**src/rtl/ld_rate_meter.sv**
```systemverilog
// Blink-rate recovery: measures rise-to-rise period of an LED line and reports
// a debounced mode code (0 = stopped, 1 = fastest .. 3 = slowest).
module ld_rate_meter #(
  parameter int PER_M1  = 64,
  parameter int PER_M2  = 128,
  parameter int PER_M3  = 320,
  parameter int TOL     = 4,
  parameter int TIMEOUT = 1024
) (
  input  logic        SCLK,
  input  logic        RST_N,
  input  logic        LD_IN,
  output logic [1:0]  MODE,
  output logic        VALID,
  output logic [15:0] PERIOD,
  output logic        UPD,
  output logic        ERR
);

  localparam logic [1:0] ST_IDLE  = 2'd0;
  localparam logic [1:0] ST_ARM   = 2'd1;
  localparam logic [1:0] ST_TRACK = 2'd2;

  // Acceptance windows, widened to 17 bits so neither bound can wrap.
  localparam logic [16:0] LO1 = 17'((PER_M1 > TOL) ? PER_M1 - TOL : 0);
  localparam logic [16:0] HI1 = 17'(PER_M1 + TOL);
  localparam logic [16:0] LO2 = 17'((PER_M2 > TOL) ? PER_M2 - TOL : 0);
  localparam logic [16:0] HI2 = 17'(PER_M2 + TOL);
  localparam logic [16:0] LO3 = 17'((PER_M3 > TOL) ? PER_M3 - TOL : 0);
  localparam logic [16:0] HI3 = 17'(PER_M3 + TOL);
  localparam logic [15:0] TO_LIM = 16'(TIMEOUT);

  logic        s1, s2, s3;
  logic        rise;
  logic [15:0] cnt;
  logic [16:0] cnt_w;
  logic [1:0]  cls;
  logic        cls_ok;
  logic        timed_out;
  logic [1:0]  state;
  logic [1:0]  cand;

  always_ff @(posedge SCLK or negedge RST_N) begin
    if (!RST_N) begin
      s1 <= 1'b0;
      s2 <= 1'b0;
      s3 <= 1'b0;
    end else begin
      s1 <= LD_IN;
      s2 <= s1;
      s3 <= s2;
    end
  end

  assign rise = s2 & ~s3;

  always_ff @(posedge SCLK or negedge RST_N) begin
    if (!RST_N) begin
      cnt <= '0;
    end else if (rise) begin
      cnt <= 16'd1;
    end else if (cnt != '1) begin
      cnt <= cnt + 16'd1;
    end
  end

  always_comb begin
    cnt_w = {1'b0, cnt};
    cls   = 2'd0;
    if ((cnt_w >= LO1) && (cnt_w <= HI1)) begin
      cls = 2'd1;
    end else if ((cnt_w >= LO2) && (cnt_w <= HI2)) begin
      cls = 2'd2;
    end else if ((cnt_w >= LO3) && (cnt_w <= HI3)) begin
      cls = 2'd3;
    end
    cls_ok    = (cls != 2'd0);
    timed_out = (cnt >= TO_LIM);
  end

  // rise takes priority over the timeout threshold in every state.
  always_ff @(posedge SCLK or negedge RST_N) begin
    if (!RST_N) begin
      state  <= ST_IDLE;
      cand   <= '0;
      MODE   <= '0;
      VALID  <= 1'b0;
      PERIOD <= '0;
      UPD    <= 1'b0;
      ERR    <= 1'b0;
    end else begin
      UPD <= 1'b0;
      ERR <= 1'b0;
      case (state)
        ST_IDLE: begin
          if (rise) begin
            state <= ST_ARM;
          end else if (timed_out) begin
            MODE  <= '0;
            VALID <= 1'b1;
          end
        end
        ST_ARM: begin
          if (rise) begin
            state  <= ST_TRACK;
            PERIOD <= cnt;
            UPD    <= 1'b1;
            cand   <= cls;
            ERR    <= ~cls_ok;
          end else if (timed_out) begin
            state <= ST_IDLE;
            MODE  <= '0;
            VALID <= 1'b1;
          end
        end
        ST_TRACK: begin
          if (rise) begin
            PERIOD <= cnt;
            UPD    <= 1'b1;
            if (cls_ok && (cls == cand)) begin
              MODE  <= cls;
              VALID <= 1'b1;
            end else begin
              VALID <= 1'b0;
              cand  <= cls;
              ERR   <= ~cls_ok;
            end
          end else if (timed_out) begin
            state <= ST_IDLE;
            MODE  <= '0;
            VALID <= 1'b1;
          end
        end
        default: state <= ST_IDLE;
      endcase
    end
  end

endmodule

```
**config.mk**
```make
export PLATFORM = sky130hd
export DESIGN_NAME = ld_rate_meter
export DESIGN_NICKNAME = d
export VERILOG_FILES = /design/src/rtl/ld_rate_meter.sv
export SDC_FILE = /design/constraint.sdc
export NUM_CORES = 1
export LEC_CHECK = 0
export CORE_ASPECT_RATIO = 0.75
export CORE_MARGIN = 2
export CORE_UTILIZATION = 50
export CTS_CLUSTER_SIZE = 24
export DETAILED_ROUTE_END_ITERATION = 10
export PLACE_DENSITY = 0.83
export SETUP_SLACK_MARGIN = 0.1
export SLEW_MARGIN = 20
export SYNTH_ARGS = -nofsm -noshare
export SYNTH_HDL_FRONTEND = slang
export SYNTH_SLANG_ARGS = --single-unit
export TNS_END_PERCENT = 1
```
**constraint.sdc**
```tcl
create_clock -name SCLK -period 2.7 [get_ports SCLK]
set_input_delay 0.54 -clock SCLK [delete_from_list [all_inputs] [get_ports SCLK]]
set_output_delay 0.54 -clock SCLK [all_outputs]
set_load 0.05 [all_outputs]
```
==> impl_metrics.tcl, run 1 <==
set metrics [dict create \
    hp-class "primary input to async pin" \
    worstPathMaxFanout 10 \
    floorplan.rows 20 \
    remaining_drc_errors 0 \
    drive_gt1_share_pct 14.3 \
    worstPathRequired_ns 2.89 \
    cts_setup_buffers 0 \
    worstPathArrival_ns 2.36 \
    status "finished clean" \
    placed_area_sq_mm 0.00245 \
    seqPwrFrac_pct 46.0 \
    wl_met2_microns 1740 \
    yosysTopAreaCell "dfrtp_1" \
    grt_max_degree 26 \
    drt_iter0_drc 101 \
    vias_per_cell 5.58 \
    fin_ws_ns 0.527 \
    finalSetupViolCount 0 \
    cts_tree "yes" \
    vias 1597 \
    ys_ff_latch 44 \
    highest_layer "met4" \
    r2r_cells 6 \
    p_leak_nw 1.14 \
    clock_latency_ns 0.30 \
    clk_pin_slew_ns 0.08 \
    wl_microns 4270 \
    p_sw_share_pct 36.2 \
    syn_inst 206 \
    max_freq_ghz 0.460 \
    layout.nets 239 \
    path_class "register to register" \
    power_frac_comb_pct 30.7 \
    met1_length_microns 2200 \
    initial_core_util_pct 52.8 \
    cp-end-kind "register" \
    die_h_microns 61.2 \
    drv_slew 0 \
    hpwl_microns 3050 \
    dieArea_sq_mm 0.00491 \
    fin_crit_sh_pct 80.5 \
    cts.repair.resized 0 \
    cp-startpoint "cnt[6]" \
    grt_use_total_pct 20.0 \
    tns_ns 0 \
    irDropWorstVdd_uv 437 \
    clockBufferDepth 2 \
    yosysUniqueCellTypes 46 \
    pwr-share-clk_pct 23.4 \
    intPower_mw 1.16 \
    synth-edff-count 0 \
    ys.flop_type "dfrtp_1" \
    power_density_mw_per_mm2 716 \
    antenna_found_initial 0 \
    synth.most_common_cell "dfrtp_1" \
    pre_cts_ws_ns 0.581 \
    cap_violations 0 \
    cts_hold_buf 0 \
    clkSinkCount 44 \
    period_needed_ns 2.17 \
    netlist_area_sq_mm 0.00218 \
    numCtsBuffers 5 \
    grt_overflow_total 0 \
    htree_num_levels 2 \
    p_sw_mw 0.659 \
    r2r-start "cnt[6]" \
    synth_fp_nets 215 \
    synth_top_area_share_pct 50.5 \
    num-fill-cells 334 \
    port_buffers 23 \
    slew_headroom_pct 51.8 \
    crit_end "cand[0]" \
    die_w_microns 80.3 \
    ios 24 \
    synth_common_cells "dfrtp_1 (44), nor2_1 (23), nand2_1 (19)" \
    ys.warnings.count 0 \
    final_area_sq_mm 0.00255 \
    reg2reg_to "cand[0]" \
    grt_pass1_wl_microns 7270 \
    drtAntennaViolNets 0 \
    yosysSeqAreaShare_pct 50.5 \
    root_buffer "clkbuf_8" \
    rsz0062_at_grt "false" \
    core-area_sq_mm 0.00413 \
    finalClockSkew_ns 0.00284 \
    avgRoutedWirePerCell_microns 14.9 \
    gp_congestion 0.895 \
    area_growth_pct 16.7 \
    final_hold_viol_count 0 \
    whs_ns 0.159 \
    synthArstFlopShare_pct 100 \
    grt_pass1_vias 1443 \
    r2r_setup_slack_ns 0.53 \
    worst_pin_slew_ns 0.722 \
    first_pass_iters 4 \
    finish.utilization_pct 61.7 \
    cp-start-kind "register" \
    yosys-top-cells-area "dfrtp_1 (50%), mux2_2 (6.2%), xnor2_1 (4.0%)" \
    avgSynthCellArea_sq_um 10.6 \
    routed-wl-met3_microns 274 \
    antenna_cells 0 \
]
critical path, stage by stage, from the launching register on:
cell and delay (ns):
dfrtp_1 0.49, nor4b_1 0.40, nand3b_1 0.20, a2111oi_2 0.36, o21ai_2 0.12, a21oi_2 0.17, mux2_1 0.33
cells by family after synthesis:
logic type / synth area share [%]
xor gates and xnor gates: 4.82
muxes: 7.17
buffers and inverters: 3.38
adders and majority gates: 3.44
AOI/OAI and AO/OA: 11.4
and+or+nand+nor: 19.4
DFF: 50.5
layout make-up:
class                   count  area [sq um]  share of cell area (%)
well taps                  55          68.8                    2.70
inverters                   8          30.0                    1.18
repair buffers             26           248                    9.72
flip-flops and latches     44          1100                    43.2
clock buffers               6          82.6                    3.24
multi-input cells         145          1010                    39.5
clock inverters             2          10.0                   0.393
state kept, by name, summed over array words and instances, names as in the netlist:
name    flops
s1          1
s2          1
cand        2
MODE        2
PERIOD     16
ERR         1
VALID       1
UPD         1
cnt        16
s3          1
state       2
power by group through the flow:
stage / Combinational [mW] / Clock (mW) / Sequential, mW
2_1_floorplan: 0.298 / 0 / 0.944
3_3_place_gp: 0.547 / 0 / 0.847
3_5_place_dp: 0.559 / 0 / 0.848
4_1_cts: 0.560 / 0.435 / 0.837
5_1_grt: 0.613 / 0.466 / 0.850
6_report: 0.559 / 0.426 / 0.838
stage by stage:
step	std cells	total power [mW]
CTS	286	1.83
global route	286	1.93
finish	286	1.82
global placement	278	1.39
detailed placement	278	1.41
floorplan	206	1.24
worst min-delay path by stage:
stage | end | startpoint | slack (ns)
6_report | cnt[2] | RST_N | 0.16
5_1_grt | PERIOD[2] | RST_N | 0.19
4_1_cts | PERIOD[2] | RST_N | 0.17
3_5_place_dp | s2 | s1 | 0.35
3_3_place_gp | s2 | s1 | 0.33
2_1_floorplan | ERR | RST_N | 0.24
routing by layer:
layer	track usage (%)	vias up
met4	6.54	0
li1	-	774
met1	29.3	768
met3	7.62	10
met2	27.4	45
met5	0	-
cells in the final DEF, fill, tap and decap left out, types with 2 or more instances in the layout:
cell type / instances
clkinv_2: 2
xnor2_1: 10
buf_4: 3
nor4b_1: 2
nor2_1: 23
ha_1: 6
dfrtp_1: 44
a21oi_1: 5
nand2_1: 19
nor3_1: 9
a22o_1: 2
nand4_1: 4
nand2b_1: 2
nand3b_1: 2
o21ai_0: 8
clkdlybuf4s50_1: 22
a32o_1: 2
or3_1: 4
a211oi_1: 3
nor3b_1: 2
clkbuf_8: 6
xor2_1: 2
mux2_2: 12
nand3_1: 5
inv_1: 8
and3_1: 3
(Power assumes the default switching activity.)
==> run 2: changes to the inputs <==
Clock period 2.7 ns to 2.1 ns, I/O delays scaled along.
==> run 2 against run 1 <==
The flow now finishes with violations (negative setup slack). Sequential share of layout area is 2.7 points lower. Global-route usage rose by 1.1 points. Combinational power grew 52%. Clock power grew 19%. Highest routed layer unchanged. Critical path depth grew 1. Worst setup slack lost 0.58 ns. Sequential power rose by 28%. Design area rose by 7.0%.
==> impl_metrics.tcl, run 2 (synthesis results as in run 1) <==
set metrics [dict create \
    seqPwrFrac_pct 44.1 \
    irDropWorstVdd_uv 465 \
    grt_overflow_total 0 \
    clockBufferDepth 2 \
    worst_pin_slew_ns 0.575 \
    path_class "register to register" \
    vias_per_cell 5.75 \
    slew_headroom_pct 61.6 \
    finish.utilization_pct 66.0 \
    fin_ws_ns -0.0507 \
    cp-start-kind "register" \
    clkSinkCount 44 \
    floorplan.rows 20 \
    final_cell_mix "dfrtp_1 (41), nor2_1 (22), clkdlybuf4s50_1 (22)" \
    seqCellArea_sq_mm 0.00110 \
    core-area_sq_mm 0.00413 \
    instances_no_fill 299 \
    gp_congestion 0.899 \
    ios 24 \
    antenna_found_initial 0 \
    p_leak_nw 1.21 \
    placed_area_sq_mm 0.00251 \
    layout.nets 253 \
    drt_iter0_drc 182 \
    worstPathMaxFanout 5 \
    worstPathArrival_ns 2.34 \
    htree_num_levels 2 \
    crit_path_cell_trace "buf_4, nor4b_2, a2bb2oi_2, a311oi_1, nor2_2, a21oi_2, mux2_4" \
    power_density_mw_per_mm2 890 \
    layout_commonest_cell "dfrtp_1" \
    drive_gt1_share_pct 25.4 \
    cap_violations 0 \
    cts_tree "yes" \
    grt_use_total_pct 21.1 \
    p_sw_mw 0.891 \
    antenna_cells 0 \
    critPathMaxStageDelay_ns 0.45 \
    finalSetupViolCount 1 \
    pwr-share-clk_pct 20.9 \
    dieArea_sq_mm 0.00491 \
    first_pass_iters 4 \
    critPathSlowestCell "dfrtp_2" \
    final_area_sq_mm 0.00273 \
    die_w_microns 80.3 \
    area_growth_pct 24.9 \
    die_h_microns 61.2 \
    grt_max_degree 45 \
    max_freq_ghz 0.465 \
    cp-end-kind "register" \
    p_sw_share_pct 36.7 \
    hp-class "primary input to async pin" \
    wl_microns 4500 \
    worstPathRequired_ns 2.29 \
    status "complete, but fails checks" \
    clock_latency_ns 0.30 \
    finalClockSkew_ns 0.00833 \
    period_needed_ns 2.15 \
    cp.buffers_inverters 1 \
    largestRegisters "PERIOD (16), cnt (16)" \
    grt_pass1_vias 1611 \
    drv_slew 0 \
    initial_core_util_pct 52.8 \
    avgRoutedWirePerCell_microns 15.1 \
    port_buffers 23 \
    crit_family "compound AO/OA/AOI/OAI gates" \
    num-fill-cells 327 \
    remaining_drc_errors 0 \
    grt_pass1_wl_microns 7740 \
    hpwl_microns 2960 \
    clk_pin_slew_ns 0.08 \
    intPower_mw 1.53 \
    final_hold_viol_count 0 \
    multiInputGateArea_sq_mm 0.00109 \
    violations "negative setup slack" \
    place_inst 286 \
    power_frac_comb_pct 34.9 \
    drtAntennaViolNets 0 \
    vias 1718 \
    fin_crit_sh_pct 102 \
    root_buffer "clkbuf_8" \
    rsz0062_at_grt "true" \
    numCtsBuffers 5 \
]
==> run 2: metrics by stage <==
| stage | hold WS (ns) | power (mW) | setup WS, ns | TNS [ns] |
|---|---|---|---|---|
| after floorplan | 0.124 | 1.60 | 0.159 | 0 |
| after global placement | 0.333 | 1.81 | 0.140 | 0 |
| after detailed placement | 0.338 | 1.83 | 0.0644 | 0 |
| after CTS | 0.209 | 2.36 | 0.101 | 0 |
| after global routing | 0.237 | 2.57 | -0.114 | -0.239 |
| final | 0.183 | 2.43 | -0.0507 | -0.0507 |
==> run 2: routing by layer <==
metal / up-vias / GRT usage [%] / share of wire (%) / wire length, microns
met5: - / 0 / 0 / 0
met2: 62 / 31.2 / 43 / 1950
met4: 0 / 7.99 / 1.7 / 78
li1: 806 / - / - / -
met3: 12 / 5.72 / 6.8 / 307
met1: 838 / 30.1 / 48 / 2170
==> run 2: layout make-up <==
class | count | area share, %
Clock buffer | 5 | 2.53
Inverter | 8 | 1.10
Tap cell | 55 | 2.53
Timing Repair Buffer | 40 | 12.9
Clock inverter | 2 | 0.459
Sequential cell | 44 | 40.5
Multi-Input combinational cell | 145 | 39.9
==> run 2: repair_timing <==
item	4_1_cts	5_1_grt
pin swaps	2	8
hold buffers	0	0
buffers inserted	1	5
setup endpoints to repair	3	15
endpoints found under the hold margin	0	0
resized for setup	6	13
==> run 2: worst paths after layout <==
path / startpoint / endpoint / slack (ns) / cells past startpoint
max: cnt[4] / cand[0] / -0.05 / 7
min: RST_N / cnt[2] / 0.18 / 2
max reg2reg: cnt[4] / cand[0] / -0.05 / 7
min reg2reg: s1 / s2 / 0.36 / 0
max in group asynchronous: RST_N / cnt[8] / 1.51 / 2
min in group SCLK: s1 / s2 / 0.36 / 0
==> run 2: power by group through the flow <==
| stage | combinational [mW] | sequential (mW) | clock [mW] |
|---|---|---|---|
| 6_report | 0.847 | 1.07 | 0.508 |
| 5_1_grt | 0.926 | 1.09 | 0.558 |
| 2_1_floorplan | 0.383 | 1.21 | 0 |
| 3_5_place_dp | 0.752 | 1.08 | 0 |
| 3_3_place_gp | 0.733 | 1.07 | 0 |
| 4_1_cts | 0.783 | 1.06 | 0.513 |
